`src/rtl/fwd_hazard_ctrl_if.sv`:
```
// Decode-side bundle between the decode stage and fwd_hazard_ctrl.
// master = decode/execute side, slave = the hazard controller.
interface fwd_hazard_ctrl_if #(
    parameter int unsigned REG_W = 3,
    parameter int unsigned CNT_W = 16
);
    logic             dec_valid;
    logic [REG_W-1:0] dec_rs;
    logic [REG_W-1:0] dec_rt;
    logic             dec_use_rs;
    logic             dec_use_rt;
    logic [REG_W-1:0] dec_rd;
    logic             dec_wen;
    logic [1:0]       dec_wbsrc;
    logic             flush;
    logic             mem_stall;

    logic             stall_dec;
    logic             forward_XX_A;
    logic             forward_XX_B;
    logic             forward_XM_A;
    logic             forward_XM_B;
    logic [1:0]       forward_XX_sel;
    logic [1:0]       forward_XM_sel;
    logic [CNT_W-1:0] perf_stalls;
    logic [CNT_W-1:0] perf_fwds;

    modport master (
        output dec_valid, dec_rs, dec_rt, dec_use_rs, dec_use_rt,
               dec_rd, dec_wen, dec_wbsrc, flush, mem_stall,
        input  stall_dec, forward_XX_A, forward_XX_B, forward_XM_A,
               forward_XM_B, forward_XX_sel, forward_XM_sel,
               perf_stalls, perf_fwds
    );

    modport slave (
        input  dec_valid, dec_rs, dec_rt, dec_use_rs, dec_use_rt,
               dec_rd, dec_wen, dec_wbsrc, flush, mem_stall,
        output stall_dec, forward_XX_A, forward_XX_B, forward_XM_A,
               forward_XM_B, forward_XX_sel, forward_XM_sel,
               perf_stalls, perf_fwds
    );
endinterface

```
`src/rtl/fwd_hazard_ctrl.sv`:
```
// Forwarding-select and load-use stall generator for the execute stage muxes.
// Define FWD_PERF_EN to add saturating stall/forward perf counters.
module fwd_hazard_ctrl #(
    parameter int unsigned REG_W = 3,
    parameter int unsigned CNT_W = 16
) (
    input logic              clk,
    input logic              rst,
    fwd_hazard_ctrl_if.slave bus
);
    localparam logic [1:0] SRC_MEM = 2'b10;

    typedef struct packed {
        logic             wen;
        logic [REG_W-1:0] rd;
        logic [1:0]       wbsrc;
    } slot_t;

    slot_t      dx_q, dx_d, xm_q, xm_d, mw_q, mw_d;
    logic       fxx_a_q, fxx_a_d, fxx_b_q, fxx_b_d;
    logic       fxm_a_q, fxm_a_d, fxm_b_q, fxm_b_d;
    logic [1:0] xx_sel_q, xx_sel_d, xm_sel_q, xm_sel_d;

    logic hit_xx_rs, hit_xx_rt, hit_xm_rs, hit_xm_rt;
    logic load_use, bubble, stall_dec_c;

    // Hazard detection of the decode instruction against the shadow slots
    always_comb begin
        hit_xx_rs   = bus.dec_use_rs & dx_q.wen & (dx_q.rd == bus.dec_rs) & (dx_q.wbsrc != SRC_MEM);
        hit_xx_rt   = bus.dec_use_rt & dx_q.wen & (dx_q.rd == bus.dec_rt) & (dx_q.wbsrc != SRC_MEM);
        hit_xm_rs   = bus.dec_use_rs & xm_q.wen & (xm_q.rd == bus.dec_rs);
        hit_xm_rt   = bus.dec_use_rt & xm_q.wen & (xm_q.rd == bus.dec_rt);
        load_use    = bus.dec_valid & dx_q.wen & (dx_q.wbsrc == SRC_MEM)
                    & ((bus.dec_use_rs & (dx_q.rd == bus.dec_rs))
                     | (bus.dec_use_rt & (dx_q.rd == bus.dec_rt)));
        bubble      = bus.flush | load_use;
        stall_dec_c = load_use & ~bus.flush & ~bus.mem_stall;
    end

    // Next state: hold on mem_stall, otherwise advance with optional DX bubble
    always_comb begin
        dx_d     = dx_q;
        xm_d     = xm_q;
        mw_d     = mw_q;
        fxx_a_d  = fxx_a_q;
        fxx_b_d  = fxx_b_q;
        fxm_a_d  = fxm_a_q;
        fxm_b_d  = fxm_b_q;
        xx_sel_d = xx_sel_q;
        xm_sel_d = xm_sel_q;
        if (!bus.mem_stall) begin
            mw_d = xm_q;
            xm_d = dx_q;
            if (bubble) begin
                dx_d    = '0;
                fxx_a_d = 1'b0;
                fxx_b_d = 1'b0;
                fxm_a_d = 1'b0;
                fxm_b_d = 1'b0;
            end else begin
                dx_d.wen   = bus.dec_wen & bus.dec_valid;
                dx_d.rd    = bus.dec_rd;
                dx_d.wbsrc = bus.dec_wbsrc;
                fxx_a_d    = hit_xx_rs;
                fxx_b_d    = hit_xx_rt;
                fxm_a_d    = hit_xm_rs;
                fxm_b_d    = hit_xm_rt;
                if (hit_xx_rs | hit_xx_rt) xx_sel_d = dx_q.wbsrc;
                if (hit_xm_rs | hit_xm_rt) xm_sel_d = xm_q.wbsrc;
            end
        end
    end

    always_ff @(posedge clk) begin
        if (rst) begin
            dx_q     <= '0;
            xm_q     <= '0;
            mw_q     <= '0;
            fxx_a_q  <= 1'b0;
            fxx_b_q  <= 1'b0;
            fxm_a_q  <= 1'b0;
            fxm_b_q  <= 1'b0;
            xx_sel_q <= 2'b00;
            xm_sel_q <= 2'b00;
        end else begin
            dx_q     <= dx_d;
            xm_q     <= xm_d;
            mw_q     <= mw_d;
            fxx_a_q  <= fxx_a_d;
            fxx_b_q  <= fxx_b_d;
            fxm_a_q  <= fxm_a_d;
            fxm_b_q  <= fxm_b_d;
            xx_sel_q <= xx_sel_d;
            xm_sel_q <= xm_sel_d;
        end
    end

    // MW has no consumer yet; it is tracked for a future writeback-forward path
    logic unused_mw;
    assign unused_mw = ^mw_q;

    assign bus.stall_dec      = stall_dec_c;
    assign bus.forward_XX_A   = fxx_a_q;
    assign bus.forward_XX_B   = fxx_b_q;
    assign bus.forward_XM_A   = fxm_a_q;
    assign bus.forward_XM_B   = fxm_b_q;
    assign bus.forward_XX_sel = xx_sel_q;
    assign bus.forward_XM_sel = xm_sel_q;

`ifdef FWD_PERF_EN
    logic [CNT_W-1:0] perf_stalls_q, perf_stalls_d, perf_fwds_q, perf_fwds_d;
    logic             any_hit;

    // Saturating counters; stall_dec already excludes mem_stall cycles
    always_comb begin
        any_hit       = hit_xx_rs | hit_xx_rt | hit_xm_rs | hit_xm_rt;
        perf_stalls_d = perf_stalls_q;
        perf_fwds_d   = perf_fwds_q;
        if (stall_dec_c && !(&perf_stalls_q)) perf_stalls_d = perf_stalls_q + CNT_W'(1);
        if (!bus.mem_stall && !bubble && any_hit && !(&perf_fwds_q))
            perf_fwds_d = perf_fwds_q + CNT_W'(1);
    end

    always_ff @(posedge clk) begin
        if (rst) begin
            perf_stalls_q <= '0;
            perf_fwds_q   <= '0;
        end else begin
            perf_stalls_q <= perf_stalls_d;
            perf_fwds_q   <= perf_fwds_d;
        end
    end

    assign bus.perf_stalls = perf_stalls_q;
    assign bus.perf_fwds   = perf_fwds_q;
`else
    assign bus.perf_stalls = '0;
    assign bus.perf_fwds   = '0;
`endif
endmodule

```
`src/flat_wrapper.sv`:
```
// flat-port wrapper written by rule: the top's interface ports become plain ports
module fwd_hazard_ctrl_flat 
#(
    parameter int unsigned REG_W = 3,
    parameter int unsigned CNT_W = 16
)
  (clk, rst, bus_dec_valid, bus_dec_rs, bus_dec_rt, bus_dec_use_rs, bus_dec_use_rt, bus_dec_rd, bus_dec_wen, bus_dec_wbsrc, bus_flush, bus_mem_stall, bus_stall_dec, bus_forward_XX_A, bus_forward_XX_B, bus_forward_XM_A, bus_forward_XM_B, bus_forward_XX_sel, bus_forward_XM_sel, bus_perf_stalls, bus_perf_fwds);
  fwd_hazard_ctrl_if #(.REG_W(REG_W), .CNT_W(CNT_W)) bus_i ();
  input logic clk;
  input logic rst;
  input wire logic [$bits(bus_i.dec_valid)-1:0] bus_dec_valid;
  input wire logic [$bits(bus_i.dec_rs)-1:0] bus_dec_rs;
  input wire logic [$bits(bus_i.dec_rt)-1:0] bus_dec_rt;
  input wire logic [$bits(bus_i.dec_use_rs)-1:0] bus_dec_use_rs;
  input wire logic [$bits(bus_i.dec_use_rt)-1:0] bus_dec_use_rt;
  input wire logic [$bits(bus_i.dec_rd)-1:0] bus_dec_rd;
  input wire logic [$bits(bus_i.dec_wen)-1:0] bus_dec_wen;
  input wire logic [$bits(bus_i.dec_wbsrc)-1:0] bus_dec_wbsrc;
  input wire logic [$bits(bus_i.flush)-1:0] bus_flush;
  input wire logic [$bits(bus_i.mem_stall)-1:0] bus_mem_stall;
  output wire logic [$bits(bus_i.stall_dec)-1:0] bus_stall_dec;
  output wire logic [$bits(bus_i.forward_XX_A)-1:0] bus_forward_XX_A;
  output wire logic [$bits(bus_i.forward_XX_B)-1:0] bus_forward_XX_B;
  output wire logic [$bits(bus_i.forward_XM_A)-1:0] bus_forward_XM_A;
  output wire logic [$bits(bus_i.forward_XM_B)-1:0] bus_forward_XM_B;
  output wire logic [$bits(bus_i.forward_XX_sel)-1:0] bus_forward_XX_sel;
  output wire logic [$bits(bus_i.forward_XM_sel)-1:0] bus_forward_XM_sel;
  output wire logic [$bits(bus_i.perf_stalls)-1:0] bus_perf_stalls;
  output wire logic [$bits(bus_i.perf_fwds)-1:0] bus_perf_fwds;
  assign bus_i.dec_valid = bus_dec_valid;
  assign bus_i.dec_rs = bus_dec_rs;
  assign bus_i.dec_rt = bus_dec_rt;
  assign bus_i.dec_use_rs = bus_dec_use_rs;
  assign bus_i.dec_use_rt = bus_dec_use_rt;
  assign bus_i.dec_rd = bus_dec_rd;
  assign bus_i.dec_wen = bus_dec_wen;
  assign bus_i.dec_wbsrc = bus_dec_wbsrc;
  assign bus_i.flush = bus_flush;
  assign bus_i.mem_stall = bus_mem_stall;
  assign bus_stall_dec = bus_i.stall_dec;
  assign bus_forward_XX_A = bus_i.forward_XX_A;
  assign bus_forward_XX_B = bus_i.forward_XX_B;
  assign bus_forward_XM_A = bus_i.forward_XM_A;
  assign bus_forward_XM_B = bus_i.forward_XM_B;
  assign bus_forward_XX_sel = bus_i.forward_XX_sel;
  assign bus_forward_XM_sel = bus_i.forward_XM_sel;
  assign bus_perf_stalls = bus_i.perf_stalls;
  assign bus_perf_fwds = bus_i.perf_fwds;
  fwd_hazard_ctrl #(.REG_W(REG_W), .CNT_W(CNT_W)) u_core (.clk(clk), .rst(rst), .bus(bus_i));
endmodule
```
`config.mk`:
```
export PLATFORM = sky130hd
export DESIGN_NAME = fwd_hazard_ctrl_flat
export DESIGN_NICKNAME = d
export VERILOG_FILES = /design/src/rtl/fwd_hazard_ctrl_if.sv /design/src/rtl/fwd_hazard_ctrl.sv /design/src/flat_wrapper.sv
export SDC_FILE = /design/constraint.sdc
export NUM_CORES = 1
export LEC_CHECK = 0
export ABC_AREA = 0
export BUFFER_PORTS_ARGS = -buffer_cell sky130_fd_sc_hd__clkbuf_2
export CORE_UTILIZATION = 35
export DETAILED_ROUTE_END_ITERATION = 10
export PLACE_DENSITY = 0.63
export SETUP_SLACK_MARGIN = 0.5
export SYNTH_ARGS = -nofsm -noshare
export SYNTH_HDL_FRONTEND = slang
export SYNTH_SLANG_ARGS = --single-unit
```
`constraint.sdc`:
```
create_clock -name clk -period 1.9 [get_ports clk]
set_clock_uncertainty 0.2 [all_clocks]
set_input_delay 0.285 -clock clk [delete_from_list [all_inputs] [get_ports clk]]
set_output_delay 0.285 -clock clk [all_outputs]
set_load 0.02 [all_outputs]
```
Word level (Yosys, flattened, before mapping)
Cells that the tools add are included.
- output and inout bits: 41
- bits of input ports: 19
- register bits after elaboration: 20
- bitwise operators: 25
- reductions and logical operators: 2
- eq/ne operators: 6
- mux-type cells: 5
- operator list (cell ; number):
    $and A1 B1 Y1 ; 18
    $eq A3 B3 Y1 ; 4
    $mux W6 ; 1
    $reduce_and A3 Y1 ; 2
    $mux W1 ; 4
    $or A1 B1 Y1 ; 4
    $not A1 Y1 ; 3
    $eq A2 B2 Y1 const B ; 1
    $ne A2 B2 Y1 const B ; 1

Longest topological paths before layout
Gate-level depths: netlist of the first run.
- word-level depth: 7
- depth in mapped cells: 6

Worst setup path after synthesis of the first run
Ideal clock, no wire load.
- path kind: register -> output
- start: reg u_core.dx_q[2] in the netlist's numbering
- end: out bus_stall_dec
- data arrival time: 1.441 ns
- cell stages (with the launch flop): 5
- path slack: -0.026 ns
- cells stage by stage: dfxtp_1 > xnor2_1 > and4_4 > o2111ai_4 > nor3_1
- cells in the longest elaborated chain, start to end: 6
- ends and longest elaborated chain (element ; RTL line ; text):
    start: declaration ; fwd_hazard_ctrl.sv:19 ; slot_t dx_q, dx_d, xm_q, xm_d, mw_q, mw_d;
    start signal: assignment ; fwd_hazard_ctrl.sv:76 ; dx_q <= '0;
    start signal: assignment ; fwd_hazard_ctrl.sv:86 ; dx_q <= dx_d;
    $eq A3 B3 Y1 (on tied branches) ; fwd_hazard_ctrl.sv:34, fwd_hazard_ctrl.sv:35 ;
    $and A1 B1 Y1 (on tied branches) ; fwd_hazard_ctrl.sv:34, fwd_hazard_ctrl.sv:35 ;
    $or A1 B1 Y1 (*) ; fwd_hazard_ctrl.sv:35 ; | (bus.dec_use_rt & (dx_q.rd == bus.dec_rt)));
    $and A1 B1 Y1 (*) ; fwd_hazard_ctrl.sv:34 ; & ((bus.dec_use_rs & (dx_q.rd == bus.dec_rs))
    $and A1 B1 Y1 (*) (2 in series) ; fwd_hazard_ctrl.sv:37 ; stall_dec_c = load_use & ~bus.flush & ~bus.mem_stall;
    end: declaration ; flat_wrapper.sv:21 ; output wire logic [$bits(bus_i.stall_dec)-1:0] bus_stall_dec;
Mark *: on every way between the ends. The rest lies on a longest branch, timed or not.

Worst setup path in the final report of the first run
- start: reg u_core.dx_q[4] in the netlist's numbering
- end: out bus_stall_dec
Same word-level chain as after synthesis.

==> results.sh, run 1 <==
export IMPL_synth_top_area_share=0.3379
export IMPL_postSynthAreaPerCell_um2=9.479
export IMPL_antenna_found_initial=0
export IMPL_pre_cts_slack_ps=56.88
export IMPL_die_w_um=60.19
export IMPL_gp_congestion=0.7909
export IMPL_path_max_fanout=4
export IMPL_holdBufCountCts=0
export IMPL_period_share=1.074
export IMPL_violations="negative setup slack"
export IMPL_clkTransAtPathRegs_ps=120
export IMPL_p_sw_uw=250.1
export IMPL_min_path_type="primary input to flip-flop"
export IMPL_num_antenna_cells=0
export IMPL_fillers=315
export IMPL_cp_cell_sequence="xnor2_2 -> and4_4 -> o2111ai_4 -> nor3_4 -> clkbuf_8"
export IMPL_io_buffers=27
export IMPL_cap_violations=0
export IMPL_yosysSeqAreaShare=0.3379
export IMPL_area_growth_pct=22.49
export IMPL_drtIter0Drc=16
export IMPL_min_period_ps=2041
export IMPL_synth_area_leaders="dfxtp_1 34%, buf_4 20%, mux2i_1 8.4%, xnor2_1 5.9%, nor2_1 5.4%"
export IMPL_fin_nets=182
export IMPL_wl_mm=2.505
export IMPL_grt_pass1_vias=846
export IMPL_intPower_uw=689.8
export IMPL_drc_errors=0
export IMPL_path_class="flip-flop to primary output"
export IMPL_rr_startpoint="u_core.dx_q[3]"
export IMPL_multi_input_area_um2=696.9
export IMPL_layout_drive_gt1_share=0.3951
export IMPL_rows=20
export IMPL_cp_arrival_ps=1560
export IMPL_yosys_cell_count_top_type="buf_4"
export IMPL_clkPwrFrac=0.370
export IMPL_grt_remaining_overflow=0
export IMPL_vdd_drop_max_uv=378.0
export IMPL_synthFlopType="dfxtp_1"
export IMPL_die_height_um=60.19
export IMPL_setup_viol=1
export IMPL_first_pass_iters=4
export IMPL_grt_max_degree=23
export IMPL_cts_tree="built"
export IMPL_final_max_slew_viol_count=0
export IMPL_synth_commonest_cells="32 x buf_4, 20 x dfxtp_1, 17 x nor2_1"
export IMPL_worstRegToRegCells=7
export IMPL_p_sw_frac=0.2661
export IMPL_syn_area_um2=1185
export IMPL_cp_slowest_cell="dfxtp_4"
export IMPL_leakage_nw=0.6544
export IMPL_numCtsBuffers=3
export IMPL_pwr_share_comb=0.169
export IMPL_pin_count=60
export IMPL_cts_root_buf="clkbuf_4"
export IMPL_ys_seq_elements=20
export IMPL_async_flop_share=0
export IMPL_crit_path_end_kind="primary output"
export IMPL_core_area_um2=3128
export IMPL_vias=918
export IMPL_dp_hpwl_mm=1.808
export IMPL_grt_pass1_wl_mm=3.981
export IMPL_regArea_um2=412.9
export IMPL_synth_top_area_cell="dfxtp_1"
export IMPL_cp_data_required_time_ps=1410
export IMPL_htree_num_levels=1
export IMPL_synthCells=125
export IMPL_dp_cells=195
export IMPL_finalNonFillerCells=206
export IMPL_power_frac_seq=0.461
export IMPL_synthDistinctLibCells=26
export IMPL_rsz0062_at_grt="yes"
export IMPL_max_stage_delay_ps=390
export IMPL_critPathCapture="bus_stall_dec"
export IMPL_cts_sinks=20
export IMPL_die_area_um2=3622
export IMPL_synth_edf_count=0
export IMPL_initial_core_util=0.3788
export IMPL_clk_latency_ps=300
export IMPL_grt_use_total=0.1532
export IMPL_hold_viol=0
export IMPL_reg2reg_to="u_core.bus.forward_XM_sel[0]"
export IMPL_clk_path_buf_depth=2
export IMPL_startpoint="u_core.dx_q[4]"
export IMPL_vias_per_cell=4.456
export IMPL_fin_ws_ps=-140.9
export IMPL_start_kind="flip-flop"
export IMPL_r2r_slack_ps=40
export IMPL_wire_per_inst_um=12.16
export IMPL_power_density_nw_per_um2=647.6
export IMPL_status="complete, but fails checks"
export IMPL_drtAntennaViolNets=0
export IMPL_fmax_mhz=490.0
export IMPL_yosys_warnings=0
## logic make-up after synthesis
kind of cell    after synthesis  synth area share
compound gates               13            0.1119
xor+xnor                     12           0.08870
buf+inv                      36            0.2281
flops                        20            0.3379
mux                          10           0.08448
other cells                   1          0.003165
simple gates                 33            0.1457
## placed cells by master, fill, tap and decap left out, drive strengths merged
| cell type | instances |
|---|---|
| and3b | 1 |
| o2111ai | 1 |
| clkbuf | 30 |
| conb | 32 |
| a32oi | 7 |
| nand3 | 2 |
| o21a | 1 |
| buf | 11 |
| nand2b | 2 |
| nor2 | 18 |
| nand4 | 1 |
| o211a | 1 |
| nor3 | 3 |
| xnor2 | 8 |
| nand2 | 1 |
| or2b | 2 |
| a22oi | 2 |
| dfxtp | 20 |
| mux2i | 10 |
| bufinv | 1 |
| xor2 | 4 |
| and4 | 2 |
| a21oi | 1 |
| and2b | 1 |
## state kept, by name, indices dropped and copies added (netlist names)
| register | count |
|---|---|
| u_core.bus.forward_XX_B | 1 |
| u_core.bus.forward_XM_sel | 2 |
| u_core.bus.forward_XX_sel | 2 |
| u_core.dx_q | 6 |
| u_core.bus.forward_XM_B | 1 |
| u_core.bus.forward_XX_A | 1 |
| u_core.bus.forward_XM_A | 1 |
| u_core.xm_q | 6 |
## power by group through the flow
stage                     Sequential [mW]  Combinational (mW)  Clock [mW]
final                               0.434               0.159       0.348
after detailed placement            0.444               0.140           0
after floorplan                     0.442               0.160           0
after global routing                0.435               0.173       0.378
after CTS                           0.434               0.152       0.358
after global placement              0.444               0.138           0
## metrics by stage
| stage | hold WS, ps | setup TNS, ps | util | total power, mW | instance area, um2 |
|---|---|---|---|---|---|
| 3_5_place_dp | 269.6 | 0 | 0.4064 | 0.5847 | 1271 |
| 2_1_floorplan | 236.4 | 0 | - | 0.6021 | 1330 |
| 5_1_grt | 18.82 | -237.5 | 0.4640 | 0.9856 | 1451 |
| 3_3_place_gp | 260.7 | 0 | 0.4064 | 0.5816 | 1271 |
| 6_report | 24.85 | -140.9 | 0.4640 | 0.9399 | 1451 |
| 4_1_cts | 15.86 | -147.7 | 0.4484 | 0.9433 | 1403 |
## final cells by class
| cell class | count | area share |
|---|---|---|
| Clock inverter | 1 | 0.02069 |
| Tap cell | 44 | 0.03793 |
| Multi-Input combinational cell | 100 | 0.4802 |
| Timing Repair Buffer | 38 | 0.1612 |
| Sequential cell | 20 | 0.2845 |
| Clock buffer | 3 | 0.01552 |
## timing repair
action,CTS,global route
setup buffers,4,3
pin swaps,3,4
setup endpoints to repair,13,15
gates resized for setup,10,8
gates cloned,0,0
## worst min path at each step
stage | startpoint | end | slack [ps] | cells past startpoint
2_1_floorplan | bus_dec_wen | u_core.dx_q[5] | 240 | 2
3_3_place_gp | u_core.bus.forward_XM_sel[1] | u_core.bus.forward_XM_sel[1] | 260 | 2
3_5_place_dp | u_core.bus.forward_XM_sel[1] | u_core.bus.forward_XM_sel[1] | 270 | 2
4_1_cts | bus_dec_wen | u_core.dx_q[5] | 20 | 3
5_1_grt | bus_dec_wen | u_core.dx_q[5] | 20 | 3
6_report | bus_dec_wen | u_core.dx_q[5] | 20 | 3
## critical path, delay by kind of cell (launching register included)
family          cells  cell delay, ps
simple gates        2             410
buf+inv             1             160
flops               1             390
compound gates      1             160
xor+xnor            1             140
## layer usage
metal / vias to the layer above / wire length, um / track usage
li1: 439 / - / -
met1: 425 / 1049 / 0.1966
met2: 50 / 1274 / 0.2527
met3: 4 / 148 / 0.01948
met4: 0 / 33 / 0.06977
met5: - / 0 / 0
Power figures use the tool's default switching activity.
==> inputs of run 2 (changes only) <==
- CAP_MARGIN: not set -> 20
- CORE_MARGIN: not set -> 2
- GPL_TIMING_DRIVEN: not set -> 0
==> results.sh, run 2 (synthesized netlist as in run 1, its figures left out) <==
export IMPL_vias_per_cell=4.174
export IMPL_min_period_ps=2049
export IMPL_reg2reg_to="u_core.bus.forward_XM_sel[0]"
export IMPL_grt_use_total=0.1364
export IMPL_cts_sinks=20
export IMPL_path_class="flip-flop to primary output"
export IMPL_reg_top3="u_core.dx_q: 6 flops, u_core.xm_q: 6 flops"
export IMPL_cts_tree="built"
export IMPL_rows=21
export IMPL_setup_viol=1
export IMPL_initial_core_util=0.3608
export IMPL_die_w_um=62.19
export IMPL_core_area_um2=3284
export IMPL_final_core_util=0.4979
export IMPL_dp_hpwl_mm=1.949
export IMPL_hold_viol=0
export IMPL_first_pass_iters=4
export IMPL_rsz0062_at_grt="yes"
export IMPL_fillers=334
export IMPL_fin_ws_ps=-148.7
export IMPL_drtIter0Drc=17
export IMPL_grt_pass1_wl_mm=4.284
export IMPL_cp_arrival_ps=1560
export IMPL_clkTransAtPathRegs_ps=110
export IMPL_hold_start="bus_dec_wen"
export IMPL_pin_count=60
export IMPL_wire_per_inst_um=10.62
export IMPL_holdPathEnd="u_core.dx_q[5]"
export IMPL_vdd_drop_max_uv=381.5
export IMPL_drc_errors=0
export IMPL_fin_nets=210
export IMPL_worst_slew_pin_slew_ps=530.2
export IMPL_grt_pass1_vias=990
export IMPL_wl_mm=2.507
export IMPL_min_path_type="primary input to flip-flop"
export IMPL_die_height_um=62.19
export IMPL_power_density_nw_per_um2=541.0
export IMPL_crit_family="simple AND/OR/NAND/NOR gates"
export IMPL_period_share=1.078
export IMPL_cp_slowest_cell="dfxtp_2"
export IMPL_worstRegToRegCells=6
export IMPL_layout_common_cells="36 x buf_4, 32 x conb_1, 25 x clkbuf_2, 17 x nor2_1, 17 x dfxtp_1"
export IMPL_layout_drive_gt1_share=0.4368
export IMPL_holdBufCountCts=0
export IMPL_num_antenna_cells=0
export IMPL_path_max_fanout=4
export IMPL_vias=985
export IMPL_path_buf_inv=1
export IMPL_cp_data_required_time_ps=1410
export IMPL_max_stage_delay_ps=400
export IMPL_cts_root_buf="clkbuf_4"
export IMPL_cap_violations=0
export IMPL_grt_max_degree=12
export IMPL_drtAntennaViolNets=0
export IMPL_rr_startpoint="u_core.dx_q[2]"
export IMPL_io_buffers=26
export IMPL_die_area_um2=3867
export IMPL_layout_commonest_cell="buf_4"
export IMPL_crit_path_end_kind="primary output"
export IMPL_clk_latency_ps=290
export IMPL_max_slew_margin=0.6465
export IMPL_violations="negative setup slack"
export IMPL_numCtsBuffers=3
export IMPL_fin_area_um2=1635
export IMPL_hold_depth=3
export IMPL_r2r_slack_ps=90
export IMPL_fmax_mhz=488.1
export IMPL_antenna_found_initial=0
export IMPL_final_max_slew_viol_count=0
export IMPL_start_kind="flip-flop"
export IMPL_area_growth_pct=38.01
export IMPL_place_area_um2=1518
export IMPL_cp_cell_sequence="xnor2_2 -> and4_4 -> o2111ai_4 -> nor3_4 -> clkbuf_8"
export IMPL_status="complete, but fails checks"
export IMPL_gp_congestion=0.7413
export IMPL_htree_num_levels=1
export IMPL_clk_path_buf_depth=2
export IMPL_grt_remaining_overflow=0
export IMPL_leakage_nw=0.7992
run 2: cell types whose count changed in the layout (fill, tap and decap cells not counted), sizes merged:
cell and delta:
clkbuf +2, buf +27, bufinv -1
run 2: metrics by stage:
stage / power (mW) / TNS [ps] / std cells / worst slack, ps / hold WS (ps)
final: 0.8846 / -148.7 / 236 / -148.7 / 29.16
after global routing: 0.9309 / -239.6 / 236 / -237.8 / 45.29
after CTS: 0.8867 / -159.2 / 236 / -159.2 / 17.07
after detailed placement: 0.6395 / -82.92 / 228 / -82.92 / 276.5
after global placement: 0.6361 / -6.774 / 228 / -6.774 / 262.5
after floorplan: 0.6021 / 0 / 156 / 245.1 / 236.4
run 2: worst max-delay path by stage:
stage	start	to	slack, ps	cells after the start
floorplan	u_core.dx_q[3]	bus_stall_dec	250	4
global placement	bus_dec_rt[2]	bus_stall_dec	-7	6
detailed placement	bus_dec_rt[2]	bus_stall_dec	-80	6
CTS	u_core.dx_q[4]	bus_stall_dec	-160	5
global route	u_core.dx_q[3]	bus_stall_dec	-240	5
finish	u_core.dx_q[2]	bus_stall_dec	-150	5
run 2: tightest hold or removal path: stages:
cell and delay [ps]:
clkbuf_2 90, nand4_1 60, a21oi_1 60
run 2: layout make-up:
cell class / instances / area (um2) / area share
multi-input cells: 100 / 684.4 / 0.4185
repair buffers: 30 / 168.9 / 0.1033
plain buffers: 36 / 279.0 / 0.1706
well taps: 46 / 57.56 / 0.03520
clock buffers: 4 / 36.28 / 0.02219
flip-flops and latches: 20 / 409.1 / 0.2502
run 2: per-layer routing:
| metal | track usage | vias up | wire [um] |
|---|---|---|---|
| met1 | 0.1438 | 455 | 1024 |
| met2 | 0.2595 | 34 | 1329 |
| met4 | 0.05833 | 0 | 16 |
| met3 | 0.02899 | 2 | 137 |
| li1 | - | 494 | - |
| met5 | 0 | - | 0 |
run 2: timing repair:
action	CTS	global route
setup endpoints to repair	13	14
pin swaps	4	1
gates resized for setup	7	2
buffers inserted	4	0
run 2: power by group:
group	switching [mW]	internal, mW	leakage [nW]	total (mW)
Clock	0.126	0.117	0.0210	0.243
Sequential	0.00861	0.425	0.164	0.433
Combinational	0.113	0.0955	0.614	0.209
Total	0.248	0.637	0.799	0.885
==> inputs of run 3 (changes only) <==
- CAP_MARGIN: 20 -> not set
- PLACE_DENSITY: 0.63 -> 0.65
- REMOVE_ABC_BUFFERS: not set -> 1
==> results.sh, run 3 (synthesized netlist as in run 1, its figures left out) <==
export IMPL_grt_max_degree=23
export IMPL_gp_congestion=0.7032
export IMPL_p_sw_frac=0.3053
export IMPL_wl_mm=2.239
export IMPL_dp_cells=193
export IMPL_leakage_nw=0.6210
export IMPL_r2r_slack_ps=-10
export IMPL_p_sw_uw=239.4
export IMPL_die_w_um=62.19
export IMPL_setup_viol=3
export IMPL_first_pass_iters=4
export IMPL_reg2reg_to="u_core.bus.forward_XM_B"
export IMPL_grt_use_total=0.1142
export IMPL_crit_path_end_kind="primary output"
export IMPL_drtAntennaViolNets=0
export IMPL_layout_drive_gt1_share=0.3291
export IMPL_cp_arrival_ps=1540
export IMPL_final_core_util=0.4171
export IMPL_violations="negative setup slack"
export IMPL_grt_pass1_vias=763
export IMPL_drtIter0Drc=11
export IMPL_worstRegToRegCells=8
export IMPL_antenna_found_initial=0
export IMPL_startpoint="u_core.dx_q[2]"
export IMPL_vias=894
export IMPL_grt_remaining_overflow=0
export IMPL_cts_root_buf="clkbuf_4"
export IMPL_area_growth_pct=15.63
export IMPL_htree_num_levels=1
export IMPL_min_path_type="primary input to flip-flop"
export IMPL_vias_per_cell=4.382
export IMPL_clkPwrFrac=0.260
export IMPL_final_max_slew_viol_count=0
export IMPL_grt_pass1_wl_mm=3.539
export IMPL_cts_tree="built"
export IMPL_cp_slowest_cell="dfxtp_4"
export IMPL_rsz0062_at_grt="yes"
export IMPL_critPathCapture="bus_stall_dec"
export IMPL_path_max_fanout=3
export IMPL_layout_common_cells="32 x conb_1, 26 x clkbuf_2, 17 x nor2_1, 17 x dfxtp_1, 10 x mux2i_1"
export IMPL_die_height_um=62.19
export IMPL_path_depth=5
export IMPL_fin_area_um2=1370
export IMPL_path_class="flip-flop to primary output"
export IMPL_dp_hpwl_mm=1.540
export IMPL_pwr_share_comb=0.189
export IMPL_rr_startpoint="u_core.dx_q[2]"
export IMPL_fmax_mhz=494.7
export IMPL_numCtsBuffers=3
export IMPL_power_frac_seq=0.551
export IMPL_initial_core_util=0.3608
export IMPL_pin_count=60
export IMPL_period_share=1.064
export IMPL_clk_latency_ps=300
export IMPL_die_area_um2=3867
export IMPL_layout_commonest_cell="conb_1"
export IMPL_cp_data_required_time_ps=1410
export IMPL_finalNonFillerCells=204
export IMPL_clkTransAtPathRegs_ps=120
export IMPL_cts_sinks=20
export IMPL_hold_viol=0
export IMPL_min_period_ps=2021
export IMPL_crit_family="flip-flops"
export IMPL_wire_per_inst_um=10.98
export IMPL_rows=21
export IMPL_hold_start="bus_dec_rd[1]"
export IMPL_cap_violations=0
export IMPL_vdd_drop_max_uv=333.0
export IMPL_clk_path_buf_depth=2
export IMPL_drc_errors=0
export IMPL_status="complete, but fails checks"
export IMPL_fin_ws_ps=-121.3
export IMPL_io_buffers=27
export IMPL_cp_cell_sequence="xnor2_2 -> and4_4 -> o2111ai_4 -> nor3_2 -> buf_4"
export IMPL_path_buf_inv=1
export IMPL_fin_nets=179
export IMPL_intPower_uw=544.8
export IMPL_core_area_um2=3284
export IMPL_num_antenna_cells=0
export IMPL_reg_top3="u_core.dx_q: 6 flops, u_core.xm_q: 6 flops"
export IMPL_power_density_nw_per_um2=572.4
export IMPL_place_area_um2=1224
export IMPL_start_kind="flip-flop"
export IMPL_max_stage_delay_ps=380
## run 3: layout make-up
class / instances / area, um2
timing repair buffer: 35 / 205.2
sequential: 20 / 411.6
tap: 46 / 57.56
clock buffer: 3 / 22.52
multi-input combinational: 100 / 673.1
fill: 349 / 1914
## run 3: how the worst min path moves through the flow
stage,to,slack [ps],cells after the start
3_3_place_gp,u_core.bus.forward_XM_sel[0],270,2
4_1_cts,u_core.dx_q[5],20,3
6_report,u_core.dx_q[3],50,3
5_1_grt,u_core.dx_q[5],50,3
2_1_floorplan,u_core.dx_q[5],150,1
3_5_place_dp,u_core.bus.forward_XM_A,270,2
## run 3: worst register-to-register path, delay by kind of cell, from the launching register on
| family | cells | cell delay [ps] |
|---|---|---|
| buffers and inverters | 3 | 420 |
| flip-flops | 1 | 380 |
| XOR/XNOR | 1 | 160 |
| AO/OA/AOI/OAI | 2 | 340 |
| AND/OR/NAND/NOR | 2 | 300 |
## run 3: timing repair
action	CTS	global route
setup endpoints to repair	15	15
endpoints found under the hold margin	0	1
pin swaps	8	1
hold buffers	0	1
cloned	1	0
buffers inserted	6	0
gates resized for setup	11	5
## run 3: metal layers
metal,routed length (um),up-vias,share of wire,track usage
li1,-,436,-,-
met1,1047,403,0.47,0.1586
met2,973,51,0.43,0.1698
met3,192,4,0.086,0.02536
met4,26,0,0.012,0.05000
met5,0,-,0,0
## run 3: per-stage QoR
step	hold slack [ps]	total power, mW	worst slack, ps	setup TNS [ps]
2_1_floorplan	154.1	0.5332	-25.82	-25.82
3_3_place_gp	271.4	0.5766	-189.7	-414.7
3_5_place_dp	272.6	0.5771	-166.6	-363.5
4_1_cts	22.13	0.7759	-156.4	-156.4
5_1_grt	50.30	0.8240	-202.1	-882.0
6_report	46.41	0.7842	-121.3	-137.5
## run 3: power groups by stage
stage	Clock, mW	Sequential [mW]	Combinational [mW]
finish	0.204	0.432	0.148
global route	0.230	0.434	0.160
CTS	0.201	0.432	0.142
detailed placement	0	0.443	0.134
global placement	0	0.443	0.133
floorplan	0	0.441	0.0917
